`src/rtl/set_bit_iterator_if.sv`:
```
// Handshake bundle for set_bit_iterator: vector load side and per-bit beat side.
// ord_o exists only when SETBIT_ORDINAL_EN is defined.
interface set_bit_iterator_if #(
    parameter int WIDTH = 12
);
    localparam int IDX_W = $clog2(WIDTH);

    logic             in_valid_i;
    logic             in_ready_o;
    logic [WIDTH-1:0] vec_i;
    logic             out_valid_o;
    logic             out_ready_i;
    logic [WIDTH-1:0] bit_o;
    logic [IDX_W-1:0] idx_o;
    logic             last_o;
    logic             done_o;

`ifdef SETBIT_ORDINAL_EN
    localparam int ORD_W = $clog2(WIDTH + 1);
    logic [ORD_W-1:0] ord_o;

    modport master (
        output in_valid_i, vec_i, out_ready_i,
        input  in_ready_o, out_valid_o, bit_o, idx_o, last_o, done_o, ord_o
    );
    modport slave (
        input  in_valid_i, vec_i, out_ready_i,
        output in_ready_o, out_valid_o, bit_o, idx_o, last_o, done_o, ord_o
    );
`else
    modport master (
        output in_valid_i, vec_i, out_ready_i,
        input  in_ready_o, out_valid_o, bit_o, idx_o, last_o, done_o
    );
    modport slave (
        input  in_valid_i, vec_i, out_ready_i,
        output in_ready_o, out_valid_o, bit_o, idx_o, last_o, done_o
    );
`endif
endinterface

```
`src/rtl/set_bit_iterator.sv`:
```
// Loads a vector, then emits one beat (one-hot mask + index) per set bit, LSB-first.
// Defining SETBIT_ORDINAL_EN adds an ord_o beat counter.
module set_bit_iterator #(
    parameter int WIDTH = 12
) (
    input  logic                clk_i,
    input  logic                rst_i,
    set_bit_iterator_if.slave   io
);
    localparam int IDX_W = $clog2(WIDTH);

    typedef enum logic {IDLE, EMIT} state_t;

    state_t           state_q, state_d;
    logic [WIDTH-1:0] rem_q, rem_d;
    logic [WIDTH-1:0] low_d;
    logic [WIDTH-1:0] bit_q;
    logic [IDX_W-1:0] idx_q, idx_d;
    logic             last_q, last_d;
    logic             done_q, done_d;
    logic             ready_q;
    logic             valid_q;
    logic             accept;
    logic             xfer;

`ifdef SETBIT_ORDINAL_EN
    localparam int ORD_W = $clog2(WIDTH + 1);
    logic [ORD_W-1:0] ord_q, ord_d;
`endif

    // ready_q is only ever set while idle, so it doubles as the IDLE qualifier
    assign accept = ready_q & io.in_valid_i;
    assign xfer   = valid_q & io.out_ready_i;

    always_comb begin
        state_d = state_q;
        rem_d   = rem_q;
        done_d  = 1'b0;
        if (accept) begin
            if (io.vec_i != '0) begin
                state_d = EMIT;
                rem_d   = io.vec_i;
            end else begin
                done_d = 1'b1;
            end
        end else if (xfer) begin
            rem_d = rem_q & ~bit_q;
            if (last_q) begin
                state_d = IDLE;
                done_d  = 1'b1;
            end
        end

        // Beat outputs are precomputed from the next remainder so they can be registered
        low_d = rem_d & (~rem_d + WIDTH'(1));
        idx_d = '0;
        for (int i = 0; i < WIDTH; i++) begin
            if (low_d[i]) idx_d = IDX_W'(i);
        end
        last_d = ((rem_d & ~low_d) == '0);
    end

`ifdef SETBIT_ORDINAL_EN
    always_comb begin
        ord_d = ord_q;
        if (accept)    ord_d = '0;
        else if (xfer) ord_d = ord_q + ORD_W'(1);
        if (state_d != EMIT) ord_d = '0;
    end
`endif

    always_ff @(posedge clk_i) begin
        if (rst_i) begin
            state_q <= IDLE;
            rem_q   <= '0;
            done_q  <= 1'b0;
            ready_q <= 1'b0;
            valid_q <= 1'b0;
            bit_q   <= '0;
            idx_q   <= '0;
            last_q  <= 1'b0;
`ifdef SETBIT_ORDINAL_EN
            ord_q   <= '0;
`endif
        end else begin
            state_q <= state_d;
            rem_q   <= rem_d;
            done_q  <= done_d;
            ready_q <= (state_d == IDLE);
            valid_q <= (state_d == EMIT);
            if (state_d == EMIT) begin
                bit_q  <= low_d;
                idx_q  <= idx_d;
                last_q <= last_d;
            end else begin
                bit_q  <= '0;
                idx_q  <= '0;
                last_q <= 1'b0;
            end
`ifdef SETBIT_ORDINAL_EN
            ord_q   <= ord_d;
`endif
        end
    end

    assign io.in_ready_o  = ready_q;
    assign io.out_valid_o = valid_q;
    assign io.bit_o       = bit_q;
    assign io.idx_o       = idx_q;
    assign io.last_o      = last_q;
    assign io.done_o      = done_q;
`ifdef SETBIT_ORDINAL_EN
    assign io.ord_o       = ord_q;
`endif
endmodule

```
`src/flat_wrapper.sv`:
```
// flat-port wrapper written by rule: the top's interface ports become plain ports
module set_bit_iterator_flat 
#(
    parameter int WIDTH = 12
)
  (clk_i, rst_i, io_in_valid_i, io_vec_i, io_out_ready_i, io_in_ready_o, io_out_valid_o, io_bit_o, io_idx_o, io_last_o, io_done_o);
  set_bit_iterator_if #(.WIDTH(WIDTH)) io_i ();
  input  logic clk_i;
  input  logic rst_i;
  input wire logic [$bits(io_i.in_valid_i)-1:0] io_in_valid_i;
  input wire logic [$bits(io_i.vec_i)-1:0] io_vec_i;
  input wire logic [$bits(io_i.out_ready_i)-1:0] io_out_ready_i;
  output wire logic [$bits(io_i.in_ready_o)-1:0] io_in_ready_o;
  output wire logic [$bits(io_i.out_valid_o)-1:0] io_out_valid_o;
  output wire logic [$bits(io_i.bit_o)-1:0] io_bit_o;
  output wire logic [$bits(io_i.idx_o)-1:0] io_idx_o;
  output wire logic [$bits(io_i.last_o)-1:0] io_last_o;
  output wire logic [$bits(io_i.done_o)-1:0] io_done_o;
  assign io_i.in_valid_i = io_in_valid_i;
  assign io_i.vec_i = io_vec_i;
  assign io_i.out_ready_i = io_out_ready_i;
  assign io_in_ready_o = io_i.in_ready_o;
  assign io_out_valid_o = io_i.out_valid_o;
  assign io_bit_o = io_i.bit_o;
  assign io_idx_o = io_i.idx_o;
  assign io_last_o = io_i.last_o;
  assign io_done_o = io_i.done_o;
  set_bit_iterator #(.WIDTH(WIDTH)) u_core (.clk_i(clk_i), .rst_i(rst_i), .io(io_i));
endmodule
```
`config.mk`:
```
export PLATFORM = sky130hd
export DESIGN_NAME = set_bit_iterator_flat
export DESIGN_NICKNAME = d
export VERILOG_FILES = /design/src/rtl/set_bit_iterator_if.sv /design/src/rtl/set_bit_iterator.sv /design/src/flat_wrapper.sv
export SDC_FILE = /design/constraint.sdc
export NUM_CORES = 1
export LEC_CHECK = 0
export BUFFER_PORTS_ARGS = -buffer_cell sky130_fd_sc_hd__buf_2
export CAP_MARGIN = 5
export CORE_MARGIN = 2
export CORE_UTILIZATION = 47
export DETAILED_ROUTE_END_ITERATION = 6
export PLACE_DENSITY = 0.76
export SLEW_MARGIN = 20
export SYNTH_ARGS = -nofsm -noshare
export SYNTH_HDL_FRONTEND = slang
export SYNTH_SLANG_ARGS = --single-unit
```
`constraint.sdc`:
```
create_clock -name clk_i -period 2.5 [get_ports clk_i]
set_input_delay 0.75 -clock clk_i [delete_from_list [all_inputs] [get_ports clk_i]]
set_output_delay 0.75 -clock clk_i [all_outputs]
set_load 0.03 [all_outputs]
```
# ---- Word-level counts from Yosys, hierarchy flattened
# Cells that the tools add are included.
dict set report word_totals {
  register_bits 32
  input_bits 16
  output_inout_bits 20
  wordCells 44
}
dict set report classes {
  addsub 1
  muxes 22
  bitwise_logic 9
  reduce_logical 4
}
# op count
set ops {}
lappend ops {{$and A12 B12 Y12} 3}
lappend ops {{$mux W12} 3}
lappend ops {{$not A12 Y12} 3}
lappend ops {{$mux W4} 4}
lappend ops {{$add A12 B1 Y12 const B} 1}
lappend ops {{$logic_not A12 Y1} 1}
lappend ops {{$mux W3} 4}
lappend ops {{$reduce_bool A12 Y1} 1}
lappend ops {{$mux W1} 9}
lappend ops {{$reduce_or A6 Y1} 1}
lappend ops {{$mux W2} 2}
lappend ops {{$and A1 B1 Y1} 2}
lappend ops {{$reduce_or A2 Y1} 1}
lappend ops {{$not A1 Y1} 1}

# ---- Longest topological paths before layout
# Gate-level depths: netlist of run 1.
dict set report logic_depth {
  ltp_word 18
  depth_mapped 9
  mapped_depth_nobuf 7
}

# ---- Worst setup path after synthesis of run 1
# No wires, ideal clock.
dict set report synth_path {
  path_type {input port to flip-flop}
  start {input port io_vec_i[2]}
  end {register u_core.last_q (netlist: u_core.io.last_o)}
  setup_ns 0.122
  arrival_time_ns 2.542
  setup_slack_ns -0.164
  path_stages 7
  n_path_buf 0
  cell_sequence {or4_4 > o31ai_4 > a32oi_2 > and2_4 > maj3_2 > o2111ai_2 > a21oi_2}
}
dict set report synth_between {
  elab_chain_cells 9
  elab_cells_between_ends 13
  classes_between {add/sub: 1; mux: 4; bitwise: 5; reduce/logical: 3}
}
# element line_no
set synth_rtl {}
lappend synth_rtl {{from (decl)} flat_wrapper.sv:11} ;# input wire logic [$bits(io_i.vec_i)-1:0] io_vec_i;
lappend synth_rtl {{$reduce_bool A12 Y1} set_bit_iterator.sv:40} ;# if (io.vec_i != '0) begin
lappend synth_rtl {{$mux W12} set_bit_iterator.sv:40}
lappend synth_rtl {{$mux W12} set_bit_iterator.sv:39} ;# if (accept) begin
lappend synth_rtl {{$not A12 Y12} set_bit_iterator.sv:55} ;# low_d = rem_d & (~rem_d + WIDTH'(1));
lappend synth_rtl {{$add A12 B1 Y12} set_bit_iterator.sv:55}
lappend synth_rtl {{$and A12 B12 Y12} set_bit_iterator.sv:55}
lappend synth_rtl {{$not A12 Y12} set_bit_iterator.sv:60} ;# last_d = ((rem_d & ~low_d) == '0);
lappend synth_rtl {{$and A12 B12 Y12} set_bit_iterator.sv:60}
lappend synth_rtl {{$logic_not A12 Y1} set_bit_iterator.sv:60}
lappend synth_rtl {{to (signal assigned)} set_bit_iterator.sv:94} ;# last_q <= last_d;
lappend synth_rtl {{to (decl)} set_bit_iterator.sv:19} ;# logic last_q, last_d;
# Parallel ways exist; a longest one is shown, timed or not.
# A chain may end at the register's enable or synchronous reset.

# ---- Final worst setup path of run 1
dict set report layout_path {
  start {input port io_vec_i[2]}
  end {register u_core.idx_q[0] (netlist: u_core.io.idx_o[0])}
}
dict set report layout_between {
  elab_chain_cells 17
  elab_cells_between_ends 21
  classes_between {add/sub: 1; mux: 15; bitwise: 3; reduce/logical: 2}
}
# element line_no
set layout_rtl {}
lappend layout_rtl {{$reduce_bool A12 Y1} set_bit_iterator.sv:40}
lappend layout_rtl {{$mux W12} set_bit_iterator.sv:40}
lappend layout_rtl {{$mux W12} set_bit_iterator.sv:39}
lappend layout_rtl {{$not A12 Y12} set_bit_iterator.sv:55}
lappend layout_rtl {{$add A12 B1 Y12} set_bit_iterator.sv:55}
lappend layout_rtl {{$and A12 B12 Y12} set_bit_iterator.sv:55}
lappend layout_rtl {{$mux W1} set_bit_iterator.sv:58} ;# if (low_d[i]) idx_d = IDX_W'(i);
lappend layout_rtl {{$mux W2 (2 in series)} set_bit_iterator.sv:58}
lappend layout_rtl {{$mux W3 (4 in series)} set_bit_iterator.sv:58}
lappend layout_rtl {{$mux W4 (4 in series)} set_bit_iterator.sv:58}
lappend layout_rtl {{to (signal assigned)} set_bit_iterator.sv:93} ;# idx_q <= idx_d;
lappend layout_rtl {{to (decl)} set_bit_iterator.sv:18} ;# logic [IDX_W-1:0] idx_q, idx_d;
# Parallel ways exist; a longest one is shown, timed or not.

==> key figures, run 1 <==
Run status
  – Status: completed

Setup path
  – Critical path depth in cells: 9
  – Worst Setup Start Kind: input pin
  – Worst EP arrival: 2.74 ns
  – Worst Path Max Fanout: 7
  – Crit Path Class: input pin to register
  – Register-to-register setup slack: 0.18 ns
  – Setup crit end kind: register
  – RR Startpoint: u_core.state_q
  – Reg2Reg Depth: 9
  – Slowest-stage cell, CP: or4_4
  – Largest stage delay, worst path: 0.60 ns
  – Top delay family on crit path: compound AO/OA/AOI/OAI gates
  – Reg2reg end: u_core.io.bit_o[11]
  – Crit-path cells: buf_2 > or4_4 > o31ai_4 > a32oi_4 > buf_4 > nand3_2 > nor3_4 > a31o_1 > a31oi_1
  – WP buf/inv: 2
  – Worst Path Required: between 2 and 3 ns

Detailed routing
  – Post-route ant nets: 0
  – Remaining DRCs: 0
  – DRT Wirelength: around 4.9 mm
  – DRT Pass-1 Iters: 4
  – DRT iter0 DRCs: 90
  – Wirelength per Cell: about 16 um
  – DR vias: 1696
  – Vias/cell: 5.56

Pwr
  – Worst IR Drop VDD: approximately 0.00044 V
  – Lkg Pwr: 1.03 nW
  – PwrDens: 554 nW/um2
  – PnR Total Power: 1.29 mW

Floorplanning
  – Die Ht: about 60 um
  – Top-Level Pins: 36
  – Die area: 3750 um2
  – Starting Density: between 50% and 60%
  – Core Rows: 20
  – Die width: approximately 61 um
  – Core area: approximately 3100 um2

Synth
  – Distinct cells, synth: between 40 and 50
  – Syn avg cell area: slightly above 9 um2
  – Ys flop type: dfxtp_1
  – Top cells by area, synth: dfxtp_1 42%, nor2_1 6.1%, nand2_1 3.7%
  – Seq cells post-synth: 32
  – Post-Syn Instances: around 170
  – Top-area cell type share of the netlist area: 41.6%
  – Synth Cell Area: around 1500 um2
  – EDFF count, synth: 0
  – Seq/Total Area, Yosys: between 40% and 50%
  – Count of warnings emitted by yosys: 0
  – Synth Net Count: 185
  – Largest area contributor in the netlist: dfxtp_1
  – Fraction of registers with async set/reset: 0%

Min path
  – Hold Path Sink: u_core.rem_q[3]
  – Worst hold start: u_core.rem_q[3]
  – Hold Crit Class: register to register
  – Hold depth: 2

CTS
  – CTS buffer count: 5
  – Clock latency on the worst-skew pair: roughly 0.35 ns
  – Root buf cell: clkbuf_4
  – Post-CTS Hold Fix Bufs: 0
  – Clock slew seen by the registers of the worst setup and hold paths: roughly 0.11 ns
  – H-tree depth: 2
  – Clk sinks: 32
  – CTS max path bufs: 2
  – TritonCTS clock tree: built

Cells and area
  – Multi-input logic area: about 940 um2
  – Ant. Diodes: 0
  – Utilization of the core after routing: approximately 75%
  – Filler Cells Inserted: 234
  – Share of cells above drive strength 1: between 40 and 50%
  – Layout area overhead: 51.0%
  – Sequential cell area: 641 um2
  – Nets@finish: roughly 280

STA
  – F_max: about 410 MHz
  – Final cycle utilization of the critical path: between 90 and 100%
  – Tmin final: roughly 2.5 ns
  – Hold WS: between 0.5 and 0.6 ns
  – Slew Limit Headroom: between 60% and 70%
  – Slew Limit Fails: 0
  – Final Setup Violations: 0
  – Endpoints failing hold: 0
  – Final clock skew: a little under 0.01 ns
  – Worst Tran Pin Value: roughly 0.54 ns

Global routing
  – First-pass GRT wire length: 7.25 mm
  – Largest net degree at the start of global routing: 17
  – GRT Total Usage: 27.2%
  – GR Overflow Total: 0
  – Initial antenna violation count: 0
  – Vias in the first global route: roughly 1600

Place
  – # port buffers: 35
  – GP Congestion: a little under 1
  – DP HPWL: about 3.7 mm

Flow run
  – Max-cap violations: 0
-- worst reg2reg max path, stage by stage, from the launching register on --
cell	delay, ns
dfxtp_1	0.43
and2_1	0.27
buf_4	0.15
nand3_1	0.11
a32oi_4	0.31
buf_4	0.17
nand3_2	0.07
nor3_4	0.30
nand2_1	0.15
nor4_2	0.26
-- synthesized netlist by cell type (2+ instances only) --
| library cell | n |
|---|---|
| a31oi_1 | 7 |
| o21a_1 | 3 |
| and2_1 | 4 |
| a32o_1 | 3 |
| o21ai_0 | 2 |
| a32oi_1 | 2 |
| dfxtp_1 | 32 |
| nor4_2 | 3 |
| nand3_2 | 2 |
| nor2_1 | 25 |
| o211ai_1 | 4 |
| nand3_1 | 5 |
| clkbuf_1 | 3 |
| o31ai_4 | 2 |
| inv_1 | 7 |
| nand2_1 | 15 |
| and3_1 | 2 |
| and3_2 | 2 |
| nand4_1 | 3 |
| nor3b_1 | 3 |
| a21oi_1 | 11 |
| or4_4 | 3 |
| nor3_1 | 3 |
| a221oi_2 | 2 |
-- cell usage in the layout, fill, tap and decap left out, types with 3 or more instances in the layout --
cell / instances
buf_4: 53
buf_2: 35
dfxtp_1: 32
nor2_1: 25
nand2_1: 14
a21oi_1: 11
inv_1: 7
a31oi_1: 7
nand3_1: 5
clkbuf_4: 5
nor4_4: 4
and2_1: 4
o211ai_1: 4
or4_4: 3
a32o_1: 3
nor3b_1: 3
nor3_1: 3
o21a_1: 3
nand4_1: 3
-- kinds of logic (layout without fill, tap and decap cells) --
logic type	Yosys count	after routing	synth area share [%]
buf+inv	12	104	3.01
flops	32	32	41.6
compound gates	47	47	25.4
simple gates	77	77	29.2
fa+ha+maj	1	1	0.732
-- registers in the layout (all words and copies together) (netlist names) --
signal	cells
u_core.io.last_o	1
u_core.io.done_o	1
u_core.io.in_ready_o	1
u_core.rem_q	12
u_core.io.idx_o	4
u_core.io.bit_o	12
u_core.state_q	1
-- per-stage QoR --
step	worst slack [ns]	cell area, um2	TNS, ns	cells
after floorplan	-0.142	1560	-0.240	169
after global placement	-0.274	2110	-2.32	289
after detailed placement	-0.371	2110	-3.06	289
after CTS	0.0192	2190	0	297
after global routing	-0.0434	2320	-0.156	305
final	0.0413	2320	0	305
-- layer usage --
layer | global-route usage (%) | vias up | part of all wire, %
met5 | 0 | - | 0
met1 | 31.4 | 808 | 39
met3 | 7.14 | 13 | 5.7
li1 | - | 817 | -
met2 | 47.4 | 58 | 52
met4 | 11.2 | 0 | 2.8
-- worst max-delay path by stage --
stage	end	start
final	u_core.io.idx_o[0]	io_vec_i[2]
after global placement	u_core.io.bit_o[11]	io_vec_i[6]
after global routing	u_core.io.idx_o[3]	io_vec_i[6]
after detailed placement	u_core.io.bit_o[11]	io_vec_i[1]
after floorplan	u_core.io.last_o	io_vec_i[11]
after CTS	u_core.io.bit_o[11]	io_in_valid_i
-- power breakdown --
group          internal, mW  switching [mW]
registers             0.529          0.0126
clock network         0.208           0.187
logic                 0.156           0.194
total                 0.894           0.393
-- cell type report --
type / instances / area share [%]
clock inverters: 3 / 1.83
flip-flops and latches: 32 / 27.6
multi-input cells: 125 / 40.3
clock buffers: 5 / 1.62
repair buffers: 89 / 25.1
inverters: 7 / 1.13
well taps: 44 / 2.37
-- repair_timing --
item / CTS / global route
pin swaps: 1 / 8
resized for setup: 0 / 10
endpoints found under the setup margin: 1 / 5
endpoints found under the hold margin: 0 / 0
buffers inserted: 0 / 8
Note: power is estimated with default switching activity, not from simulation.
==> run 2, diff against run 1 <==
Settings changed: REMOVE_ABC_BUFFERS set to 1.
==> key figures, run 2 (synthesis gave the netlist of run 1 again) <==
Flow run
  – Max-cap violations: 0

Pwr
  – Worst IR Drop VDD: between 0.0003 and 0.0004 V
  – PwrDens: about 520 nW/um2
  – Lkg Pwr: 1.01 nW

Floorplanning
  – Starting Density: about half
  – Die Ht: around 60 um
  – Die width: between 60 and 70 um
  – Core area: about 3100 um2
  – Top-Level Pins: 36
  – Core Rows: 20
  – Die area: 3750 um2

STA
  – Tmin final: ~2.5 ns
  – Slew Limit Fails: 0
  – Final Setup Violations: 0
  – Worst Tran Pin Value: approximately 0.55 ns
  – Final cycle utilization of the critical path: between 90% and 100%
  – F_max: about 400 MHz
  – Endpoints failing hold: 0
  – Hold WS: between 0.5 and 0.6 ns
  – Final clock skew: about 0.0078 ns
  – Slew Limit Headroom: around 63%

Cells and area
  – Commonest cells after routing, fill and taps aside: 51 x buf_4, 35 x buf_2, 32 x dfxtp_1
  – Share of cells above drive strength 1: between 40% and 50%
  – Nets@finish: roughly 280
  – Final Cell Area: 2280 um2
  – Leading cell type in the layout, fill and taps excluded: buf_4
  – Layout area overhead: 48.2%
  – Ant. Diodes: 0

CTS
  – Clock slew seen by the registers of the worst setup and hold paths: approximately 0.10 ns
  – Clk sinks: 32
  – Post-CTS Hold Fix Bufs: 0
  – Root buf cell: clkbuf_4
  – H-tree depth: 2
  – CTS buffer count: 5
  – Clock latency on the worst-skew pair: 0.35 ns
  – TritonCTS clock tree: built
  – CTS max path bufs: 2

Setup path
  – RR Startpoint: u_core.state_q
  – Reg2reg end: u_core.io.bit_o[10]
  – Worst Path Max Fanout: 7
  – Worst Setup Start Kind: input pin
  – Worst EP arrival: between 2 and 3 ns
  – Reg2Reg Depth: 9
  – Worst Path Required: about 2.8 ns
  – Register-to-register setup slack: roughly 0.19 ns
  – Crit Path Class: input pin to register
  – Setup crit end kind: register

Place
  – GP Congestion: a little under 1
  – # port buffers: 35
  – Placed Area: around 2100 um2
  – DP HPWL: 3.67 mm

Detailed routing
  – M1 WL: ~2.0 mm
  – DRT iter0 DRCs: between 100 and 150
  – Remaining DRCs: 0
  – Wirelength per Cell: between 15 and 20 um
  – Post-route ant nets: 0
  – DRT Wirelength: 5.19 mm
  – Top Layer Used: met4
  – DRT Pass-1 Iters: 4
  – Routed wl met3: about 360 um
  – DR vias: between 1500 and 2000
  – Vias/cell: 5.76
  – Detail Route met2 WL: roughly 2.7 mm

Global routing
  – GR Overflow Total: 0
  – First-pass GRT wire length: ~7.5 mm
  – Initial antenna violation count: 0
  – Largest net degree at the start of global routing: 17
  – Vias in the first global route: ~1600
  – GRT Total Usage: between 20 and 30%

Run status
  – Status: completed

Min path
  – Hold depth: 4
  – Hold Crit Class: register to register
  – Hold Path Sink: u_core.rem_q[1]
  – Worst hold start: u_core.rem_q[1]
## run 2: layout make-up
class                           instances  area (um2)
Clock buffer                            5        37.5
Clock inverter                          2        12.5
Fill cell                             230         797
Inverter                                7        26.3
Multi-Input combinational cell        125         928
Sequential cell                        32         641
Tap cell                               44        55.1
Timing Repair Buffer                   88         581
## run 2: layer usage
layer	vias to the layer above	global-route usage, %
met5	-	0
met4	0	14.9
met3	13	7.77
met2	83	48.5
met1	837	31.8
li1	811	-
## run 2: how the worst max path moves through the flow
| stage | startpoint | to | slack [ns] | cells past startpoint |
|---|---|---|---|---|
| finish | io_vec_i[0] | u_core.io.bit_o[10] | 0.02 | 11 |
| global route | io_vec_i[6] | u_core.io.idx_o[0] | -0.08 | 10 |
| CTS | io_vec_i[1] | u_core.io.idx_o[3] | 0.008 | 11 |
| detailed placement | io_vec_i[1] | u_core.io.last_o | -0.31 | 11 |
| global placement | io_vec_i[1] | u_core.io.last_o | -0.28 | 11 |
| floorplan | io_vec_i[2] | u_core.io.last_o | -0.17 | 7 |
## run 2: critical path, stage by stage
cell and delay [ns]:
buf_2 0.11, buf_4 0.15, nor4_4 0.29, buf_4 0.19
a31oi_4 0.10, o31ai_4 0.32, nand3_2 0.15, nor3_4 0.34
nand2_2 0.10, buf_4 0.15, nor3_1 0.11
## run 2: what timing repair did
action                                  in CTS  in global routing
endpoints found under the setup margin       0                 12
gates resized for setup                      0                 14
setup buffers                                0                  2
## run 2: where the power goes
group / leakage, nW / switching [mW] / internal, mW
sequential: 0.260 / 0.0126 / 0.529
clock: 0.0271 / 0.184 / 0.102
combinational: 0.721 / 0.199 / 0.161
## run 2: through the flow
| stage | setup TNS, ns | cells | setup slack [ns] | total power [mW] | utilization [%] |
|---|---|---|---|---|---|
| 2_1_floorplan | -0.293 | 164 | -0.167 | 0.721 | - |
| 3_3_place_gp | -3.09 | 294 | -0.278 | 0.865 | 69.3 |
| 3_5_place_dp | -3.88 | 294 | -0.307 | 0.875 | 69.3 |
| 4_1_cts | 0 | 301 | 0.00818 | 1.16 | 70.9 |
| 5_1_grt | -0.348 | 303 | -0.0846 | 1.24 | 74.1 |
| 6_report | 0 | 303 | 0.0161 | 1.19 | 74.1 |
